==> config.mk <==
export PLATFORM = sky130hd
export DESIGN_NAME = wb_config_slave_flat
export DESIGN_NICKNAME = d
export VERILOG_FILES = /design/src/rtl/wb_config_slave_pkg.sv /design/src/rtl/wb_config_slave_if.sv /design/src/rtl/wb_config_slave_addr_decode.sv /design/src/rtl/wb_config_slave.sv /design/src/flat_wrapper.sv
export SDC_FILE = /design/constraint.sdc
export NUM_CORES = 2
export LEC_CHECK = 0
export ABC_CLOCK_PERIOD_IN_PS = 5250
export CORE_MARGIN = 3
export CORE_UTILIZATION = 60
export CTS_BUF_LIST = sky130_fd_sc_hd__clkbuf_8
export DETAILED_ROUTE_END_ITERATION = 16
export GPL_TIMING_DRIVEN = 0
export PLACE_DENSITY = 0.73
export REMOVE_ABC_BUFFERS = 1
export SYNTH_ARGS = -nofsm -noshare
export SYNTH_HDL_FRONTEND = slang
export SYNTH_SLANG_ARGS = --single-unit
==> constraint.sdc <==
create_clock -name clk -period 5.25 [get_ports clk]
set_input_delay 1.05 -clock clk [delete_from_list [all_inputs] [get_ports clk]]
set_output_delay 1.05 -clock clk [all_outputs]
set_load 0.005 [all_outputs]
==> src/rtl/wb_config_slave_pkg.sv <==
// Shared constants and types for the configuration window.
// Optional build macro used by this slice: WB_READBACK_EN.
package noc_cfg_pkg;

    localparam logic [31:0] CFG_BASE_ADDR         = 32'h0000_1000;
    localparam int          CFG_NUM_SOCLETS       = 9;
    localparam int          CFG_NUM_ROWS          = 10;
    localparam int          CFG_SOCLET_STRIDE_LOG2 = 6;

    typedef logic [31:0] cfg_word_t;

    typedef enum logic {
        IDLE = 1'b0,
        RESP = 1'b1
    } wbs_state_e;

endpackage

==> src/rtl/wb_config_slave_if.sv <==
// Wishbone classic bus bundle between the housekeeping loader and the config slave.
interface wb_config_slave_if;
    import noc_cfg_pkg::*;

    logic [31:0] wbs_adr;
    cfg_word_t   wbs_dat_i;
    logic        wbs_cyc;
    logic        wbs_stb;
    logic        wbs_we;
    logic        wbs_ack;
    logic        wbs_err;
    cfg_word_t   wbs_dat_o;

    modport master (
        output wbs_adr, wbs_dat_i, wbs_cyc, wbs_stb, wbs_we,
        input  wbs_ack, wbs_err, wbs_dat_o
    );

    modport slave (
        input  wbs_adr, wbs_dat_i, wbs_cyc, wbs_stb, wbs_we,
        output wbs_ack, wbs_err, wbs_dat_o
    );

endinterface

==> src/rtl/wb_config_slave_addr_decode.sv <==
// Combinational decode of a Wishbone byte address into {hit, soclet, row}.
// Shared with the loader's checker so both sides agree on the window layout.
module cfg_addr_decode
    import noc_cfg_pkg::*;
#(
    parameter logic [31:0] BASE_ADDR          = CFG_BASE_ADDR,
    parameter int          NUM_SOCLETS        = CFG_NUM_SOCLETS,
    parameter int          NUM_ROWS           = CFG_NUM_ROWS,
    parameter int          SOCLET_STRIDE_LOG2 = CFG_SOCLET_STRIDE_LOG2
) (
    input  logic [31:0] i_adr,
    output logic        o_hit,
    output logic [3:0]  o_soclet,
    output logic [3:0]  o_row
);

    logic [31:0] w_off;
    logic [31:0] w_soclet;
    logic [31:0] w_row;

    // Offset wraps for addresses below the base; the >= term rejects those.
    assign w_off    = i_adr - BASE_ADDR;
    assign w_soclet = w_off >> SOCLET_STRIDE_LOG2;
    assign w_row    = (w_off & ((32'd1 << SOCLET_STRIDE_LOG2) - 32'd1)) >> 2;

    assign o_hit    = (i_adr >= BASE_ADDR)
                    && (w_off[1:0] == 2'b00)
                    && (w_soclet < 32'(NUM_SOCLETS))
                    && (w_row < 32'(NUM_ROWS));

    assign o_soclet = w_soclet[3:0];
    assign o_row    = w_row[3:0];

endmodule

==> src/rtl/wb_config_slave.sv <==
// Wishbone classic responder holding one config word per (soclet, row),
// tracking per-soclet load completion and offering a registered read port.
// Build macro WB_READBACK_EN adds Wishbone readback of the register file.
module wb_config_slave
    import noc_cfg_pkg::*;
#(
    parameter logic [31:0] BASE_ADDR          = CFG_BASE_ADDR,
    parameter int          NUM_SOCLETS        = CFG_NUM_SOCLETS,
    parameter int          NUM_ROWS           = CFG_NUM_ROWS,
    parameter int          SOCLET_STRIDE_LOG2 = CFG_SOCLET_STRIDE_LOG2
) (
    input  logic                   clk,
    input  logic                   reset,
    wb_config_slave_if.slave       wbs,
    input  logic                   cfg_clear,
    input  logic                   done_loading,
    input  logic [3:0]             cfg_rd_soclet,
    input  logic [3:0]             cfg_rd_row,
    output cfg_word_t              cfg_rd_data,
    output logic [NUM_SOCLETS-1:0] soclet_loaded,
    output logic                   cfg_valid
);

    wbs_state_e r_state;
    wbs_state_e w_nextState;

    logic       w_hit;
    logic [3:0] w_soclet;
    logic [3:0] w_row;
    logic       w_req;

    logic       w_wrEn;
    logic       w_ackNext;
    logic       w_errNext;
    cfg_word_t  w_datNext;

    logic       r_ack;
    logic       r_err;
    cfg_word_t  r_datO;
    cfg_word_t  r_rdData;
    logic       r_cfgValid;

    cfg_word_t                             r_mem [NUM_SOCLETS][NUM_ROWS];
    logic [NUM_SOCLETS-1:0][NUM_ROWS-1:0] r_rowMask;

    cfg_addr_decode #(
        .BASE_ADDR         (BASE_ADDR),
        .NUM_SOCLETS       (NUM_SOCLETS),
        .NUM_ROWS          (NUM_ROWS),
        .SOCLET_STRIDE_LOG2(SOCLET_STRIDE_LOG2)
    ) u_decode (
        .i_adr   (wbs.wbs_adr),
        .o_hit   (w_hit),
        .o_soclet(w_soclet),
        .o_row   (w_row)
    );

    assign w_req = wbs.wbs_cyc & wbs.wbs_stb;

    // State register: IDLE accepts a strobe, RESP is the single response cycle.
    always_ff @(posedge clk or posedge reset) begin
        if (reset) r_state <= IDLE;
        else       r_state <= w_nextState;
    end

    // Next state: every accepted strobe costs exactly one RESP cycle.
    always_comb begin
        w_nextState = r_state;
        case (r_state)
            IDLE:    if (w_req) w_nextState = RESP;
            RESP:    w_nextState = IDLE;
            default: w_nextState = IDLE;
        endcase
    end

    // Response decisions for the strobe seen in IDLE; RESP leaves them all low.
    always_comb begin
        w_ackNext = 1'b0;
        w_errNext = 1'b0;
        w_wrEn    = 1'b0;
        w_datNext = '0;
        if (r_state == IDLE && w_req) begin
            if (w_hit) begin
                w_ackNext = 1'b1;
                w_wrEn    = wbs.wbs_we;
`ifdef WB_READBACK_EN
                if (!wbs.wbs_we) w_datNext = r_mem[w_soclet][w_row];
`endif
            end else begin
                w_errNext = 1'b1;
            end
        end
    end

    // Registered Wishbone response so ack/err/data appear one cycle after the strobe.
    always_ff @(posedge clk or posedge reset) begin
        if (reset) begin
            r_ack  <= 1'b0;
            r_err  <= 1'b0;
            r_datO <= '0;
        end else begin
            r_ack  <= w_ackNext;
            r_err  <= w_errNext;
            r_datO <= w_datNext;
        end
    end

    // Register file storage; contents are deliberately left unreset.
    always_ff @(posedge clk) begin
        if (w_wrEn) r_mem[w_soclet][w_row] <= wbs.wbs_dat_i;
    end

    // Row masks: clear first, then a same-cycle write re-sets its bit so the write wins.
    always_ff @(posedge clk or posedge reset) begin
        if (reset) begin
            r_rowMask <= '0;
        end else begin
            if (cfg_clear) r_rowMask <= '0;
            if (w_wrEn)    r_rowMask[w_soclet][w_row] <= 1'b1;
        end
    end

    // A soclet counts as loaded once every one of its rows has been written.
    always_comb begin
        soclet_loaded = '0;
        for (int s = 0; s < NUM_SOCLETS; s++) begin
            soclet_loaded[s] = &r_rowMask[s];
        end
    end

    // Configuration is handed over only once every soclet is loaded and the loader agrees.
    always_ff @(posedge clk or posedge reset) begin
        if (reset) r_cfgValid <= 1'b0;
        else       r_cfgValid <= (&soclet_loaded) & done_loading;
    end

    // Consumer read port, sampled before any same-cycle write lands.
    always_ff @(posedge clk or posedge reset) begin
        if (reset) begin
            r_rdData <= '0;
        end else if (cfg_rd_soclet < 4'(NUM_SOCLETS) && cfg_rd_row < 4'(NUM_ROWS)) begin
            r_rdData <= r_mem[cfg_rd_soclet][cfg_rd_row];
        end else begin
            r_rdData <= '0;
        end
    end

    assign wbs.wbs_ack   = r_ack;
    assign wbs.wbs_err   = r_err;
    assign wbs.wbs_dat_o = r_datO;
    assign cfg_rd_data   = r_rdData;
    assign cfg_valid     = r_cfgValid;

endmodule

==> src/flat_wrapper.sv <==
// flat-port wrapper written by rule: the top's interface ports become plain ports
module wb_config_slave_flat import noc_cfg_pkg::*;
#(
    parameter logic [31:0] BASE_ADDR          = CFG_BASE_ADDR,
    parameter int          NUM_SOCLETS        = CFG_NUM_SOCLETS,
    parameter int          NUM_ROWS           = CFG_NUM_ROWS,
    parameter int          SOCLET_STRIDE_LOG2 = CFG_SOCLET_STRIDE_LOG2
)
  (clk, reset, cfg_clear, done_loading, cfg_rd_soclet, cfg_rd_row, cfg_rd_data, soclet_loaded, cfg_valid, wbs_wbs_adr, wbs_wbs_dat_i, wbs_wbs_cyc, wbs_wbs_stb, wbs_wbs_we, wbs_wbs_ack, wbs_wbs_err, wbs_wbs_dat_o);
  wb_config_slave_if wbs_i ();
  input  logic clk;
  input  logic reset;
  input  logic cfg_clear;
  input  logic done_loading;
  input  logic [3:0] cfg_rd_soclet;
  input  logic [3:0] cfg_rd_row;
  output cfg_word_t cfg_rd_data;
  output logic [NUM_SOCLETS-1:0] soclet_loaded;
  output logic cfg_valid;
  input wire logic [$bits(wbs_i.wbs_adr)-1:0] wbs_wbs_adr;
  input wire logic [$bits(wbs_i.wbs_dat_i)-1:0] wbs_wbs_dat_i;
  input wire logic [$bits(wbs_i.wbs_cyc)-1:0] wbs_wbs_cyc;
  input wire logic [$bits(wbs_i.wbs_stb)-1:0] wbs_wbs_stb;
  input wire logic [$bits(wbs_i.wbs_we)-1:0] wbs_wbs_we;
  output wire logic [$bits(wbs_i.wbs_ack)-1:0] wbs_wbs_ack;
  output wire logic [$bits(wbs_i.wbs_err)-1:0] wbs_wbs_err;
  output wire logic [$bits(wbs_i.wbs_dat_o)-1:0] wbs_wbs_dat_o;
  assign wbs_i.wbs_adr = wbs_wbs_adr;
  assign wbs_i.wbs_dat_i = wbs_wbs_dat_i;
  assign wbs_i.wbs_cyc = wbs_wbs_cyc;
  assign wbs_i.wbs_stb = wbs_wbs_stb;
  assign wbs_i.wbs_we = wbs_wbs_we;
  assign wbs_wbs_ack = wbs_i.wbs_ack;
  assign wbs_wbs_err = wbs_i.wbs_err;
  assign wbs_wbs_dat_o = wbs_i.wbs_dat_o;
  wb_config_slave #(.BASE_ADDR(BASE_ADDR), .NUM_SOCLETS(NUM_SOCLETS), .NUM_ROWS(NUM_ROWS), .SOCLET_STRIDE_LOG2(SOCLET_STRIDE_LOG2)) u_core (.clk(clk), .reset(reset), .wbs(wbs_i), .cfg_clear(cfg_clear), .done_loading(done_loading), .cfg_rd_soclet(cfg_rd_soclet), .cfg_rd_row(cfg_rd_row), .cfg_rd_data(cfg_rd_data), .soclet_loaded(soclet_loaded), .cfg_valid(cfg_valid));
endmodule
==> results.toml <==
[floorplanning]
coreArea_um2 = 191200
io_pins = 155
fp.dieW_um = 445.9
dieArea_um2 = 198900
die_h_um = 445.9
rows = 160
start_util = 0.6074

[setup_path]
critical_path.top_delay_family = "simple AND/OR/NAND/NOR gates"
crit_chain = "clkdlybuf4s50_1 -> o21ai_0 -> and3_1 -> nand3_1 -> nor4_4 -> nand4_1 -> buf_8 -> nor2_4 -> buf_12"
required_ps = 6000
path_buf_inv = 3
worstReg2RegStart = "u_core.r_state$_DFF_PP0_"
r2r_slack_ps = 1290
startpoint = "wbs_wbs_adr[4]"
crit_fanout = 17
cp-start-kind = "input port"
crit_slowest_cell = "nand4_1"
critical_path_class = "in2reg"
rr_worst_depth = 6
rr_endpoint = "u_core.r_mem[4][221]$_DFFE_PP_"
max_stage_delay_ps = 900
end_kind = "flop"
arrival_ps = 5870

[placement]
gp_congestion = 0.8806
placed_cell_area_um2 = 123100
io_buffers = 122
dp_hpwl_mm = 191.6

[global_route]
antenna_found_initial = 28
grt.overflow.total = 0
grt_pass1_wl_mm = 448.3
track_usage = 0.3241
grt_start_max_net_pins = 105
grt_pass1_vias = 60340

[logic_synthesis]
synth_edf_count = 2880
netlist_instances = 5430
ys_top_cells_by_area = "edfxtp_1 (74%), mux4_2 (13%), dfrtp_1 (2.7%), mux2i_1 (1.7%), nand2_1 (0.62%)"
synth-seq-cells = 3006
ys_seq_area_frac = 0.7719
synth_top_area_frac = 0.7447
yosysWarningCount = 0
syn_area_per_cell_um2 = 21.39
yosys.area.top_type = "edfxtp_1"
ys_types = 80
syn_area_um2 = 116100
synth_flop_cell = "edfxtp_1"
async_flop_share = 0.04192

[power_and_ir_drop]
switching_share = 0.2225
power.switching_mw = 10.42
sequentialPowerShare = 0.561
power.share.clock = 0.387
powerDensity_nw_per_um2 = 355.5
p_int_mw = 36.43
vdd_drop_max_mv = 0.2347
p_comb_frac = 0.052
cellLeakagePower_nw = 42.49

[sta]
hold_slack_ps = 231.2
fin_crit_sh = 0.9759
rsz0062_at_grt = "false"
timing.fmax_ghz = 0.1952
drv_slew = 17
period_minus_slack_ps = 5124
tightest_slew_ps = 1634
finalSetupViolCount = 0
finalHoldViolCount = 0
finClkSkew_ps = 68.26
setup_tns_ps = 0
relSlewSlack = -0.09927

[worst_hold_path]
min_from = "wbs_wbs_dat_i[17]"
min_delay_path_depth = 1
hold_end = "u_core.r_mem[6][49]$_DFFE_PP_"
hp-class = "in2reg"

[clock_tree]
cts.clk_slew.worst_paths_ps = 60
root_buffer = "clkbuf_8"
cts_buffer_depth = 4
cts_buffers = 467
worstSkewPairLatency_ps = 1110
ctsHoldBuffers = 0
cts_tree = "done"
cts_sinks = 3006
cts-htree-levels = 5

[final_layout]
finalNetCount = 5982
drive_gt1_frac = 0.2657
post-route-util = 0.6894
syn2layout_area_growth_pct = 13.50
final_area_um2 = 131800

[detailed_routing]
drc = 0
vias = 60950
firstDrtPassIters = 6
wl_per_cell_um = 36.25
wirelength_mm = 318.8
routed_via_density = 6.931
drt_iter0_markers = 9867
postRouteAntennaNets = 0

[outcome]
status = "finished with violations"
violations = "max-capacitance violations, max-slew violations"

[job]
max-cap-violations = 3
-- cell type report --
type / count / area, µm²
flip-flops and latches: 3006 / 89640
diodes: 16 / 40.04
repair buffers: 311 / 5192
well taps: 2511 / 3142
inverters: 100 / 392.9
multi-input cells: 2017 / 24830
clock buffers: 509 / 7005
clock inverters: 324 / 1564
fillers: 11150 / 59380
-- cells in the mapped netlist, types with 6 or more instances --
cell type / n
a22o_1: 15
o211ai_1: 10
nand2_1: 192
a221oi_1: 31
a2111oi_0: 8
buf_1: 15
a221o_1: 12
inv_1: 97
nor2_1: 162
clkbuf_1: 80
edfxtp_1: 2880
buf_4: 81
o21ai_0: 50
dfrtp_1: 126
buf_8: 9
o22ai_1: 89
and3_1: 10
nor3_1: 26
mux4_2: 674
a31oi_1: 33
mux2_2: 21
nand4_1: 41
a21oi_1: 72
or3_1: 6
nand2b_1: 10
buf_12: 6
o22ai_2: 30
a32oi_1: 10
o221ai_1: 20
buf_6: 41
a211oi_1: 12
nor2b_1: 20
buf_2: 106
mux2i_1: 202
a22oi_1: 55
nand3_1: 68
or4_1: 6
nor4_1: 20
-- how the worst max path moves through the flow --
| stage | cells past startpoint | end | slack [ps] |
|---|---|---|---|
| detailed placement | 8 | u_core.r_mem[1][279]$_DFFE_PP_ | -1400 |
| CTS | 9 | u_core.cfg_rd_data[25]$_DFF_PP0_ | 250 |
| floorplan | 5 | u_core.r_mem[5][0]$_DFFE_PP_ | -130 |
| global route | 9 | u_core.r_mem[4][196]$_DFFE_PP_ | 60 |
| finish | 9 | u_core.r_mem[4][221]$_DFFE_PP_ | 130 |
| global placement | 7 | u_core.cfg_rd_data[30]$_DFF_PP0_ | -47080 |
-- metal layers --
metal,global-route usage,share of wire
met5,0,0.00020
met4,0.1696,0.058
met3,0.08358,0.13
met2,0.4769,0.46
met1,0.4560,0.35
-- metrics by stage --
step / power (mW) / worst slack, ps / std cells
finish: 46.86 / 126.5 / 8794
global route: 48.18 / 56.06 / 8786
CTS: 46.93 / 245.1 / 8773
detailed placement: 29.17 / -1399 / 7936
global placement: 31.49 / -47080 / 7756
floorplan: 27.69 / -125.6 / 5123
-- power by group through the flow --
stage / Combinational, mW / Sequential, mW / Clock [mW]
2_1_floorplan: 0.886 / 26.8 / 0
3_3_place_gp: 4.60 / 26.9 / 0
3_5_place_dp: 2.37 / 26.8 / 0
4_1_cts: 2.38 / 26.3 / 18.3
5_1_grt: 2.51 / 26.3 / 19.4
6_report: 2.42 / 26.3 / 18.1
-- what timing repair did --
| item | CTS | global route |
|---|---|---|
| pin swaps | 1 | 1 |
| resized for setup | 2 | 0 |
| setup endpoints to repair | 291 | 17 |
| buffers inserted | 4 | 3 |
-- cell usage in the layout (no fill, tap or decap), drive strengths merged, types with 15 or more instances in the layout --
cell type	count
clkbuf	509
dfrtp	126
nor2b	20
conb	32
o221ai	20
a221oi	31
nor3	26
o22ai	119
clkdlybuf4s50	82
edfxtp	2880
mux2	21
nor4	21
a31oi	33
clkinv	137
inv	272
o21ai	54
mux4	679
nor2	162
mux2i	202
nand4	41
diode	16
nand3	68
buf	229
a21oi	72
nand2	192
a22o	15
a22oi	55
-- state kept, by name, summed over array words and instances, names as in the netlist --
| signal | flops |
|---|---|
| u_core.wbs.wbs_err | 1 |
| u_core.cfg_rd_data | 32 |
| u_core.r_state | 1 |
| u_core.r_rowMask | 90 |
| u_core.wbs.wbs_ack | 1 |
| u_core.r_mem | 2880 |
| u_core.cfg_valid | 1 |
-- kinds of logic after synthesis --
group / Yosys count / synth area share
flip-flops: 3006 / 0.7719
XOR/XNOR: 1 / 0.00007543
AO/OA/AOI/OAI: 497 / 0.03118
other: 1 / 0.00003229
AND/OR/NAND/NOR: 585 / 0.02326
multiplexers: 902 / 0.1513
buffers and inverters: 438 / 0.02228
-- worst register-to-register path, stage by stage (launching register included) --
cell	delay, ps
dfrtp_1	370
or2_2	380
nor2_1	550
nand4_1	830
buf_8	460
nor2_4	700
buf_12	300
(Power assumes the default switching activity.)
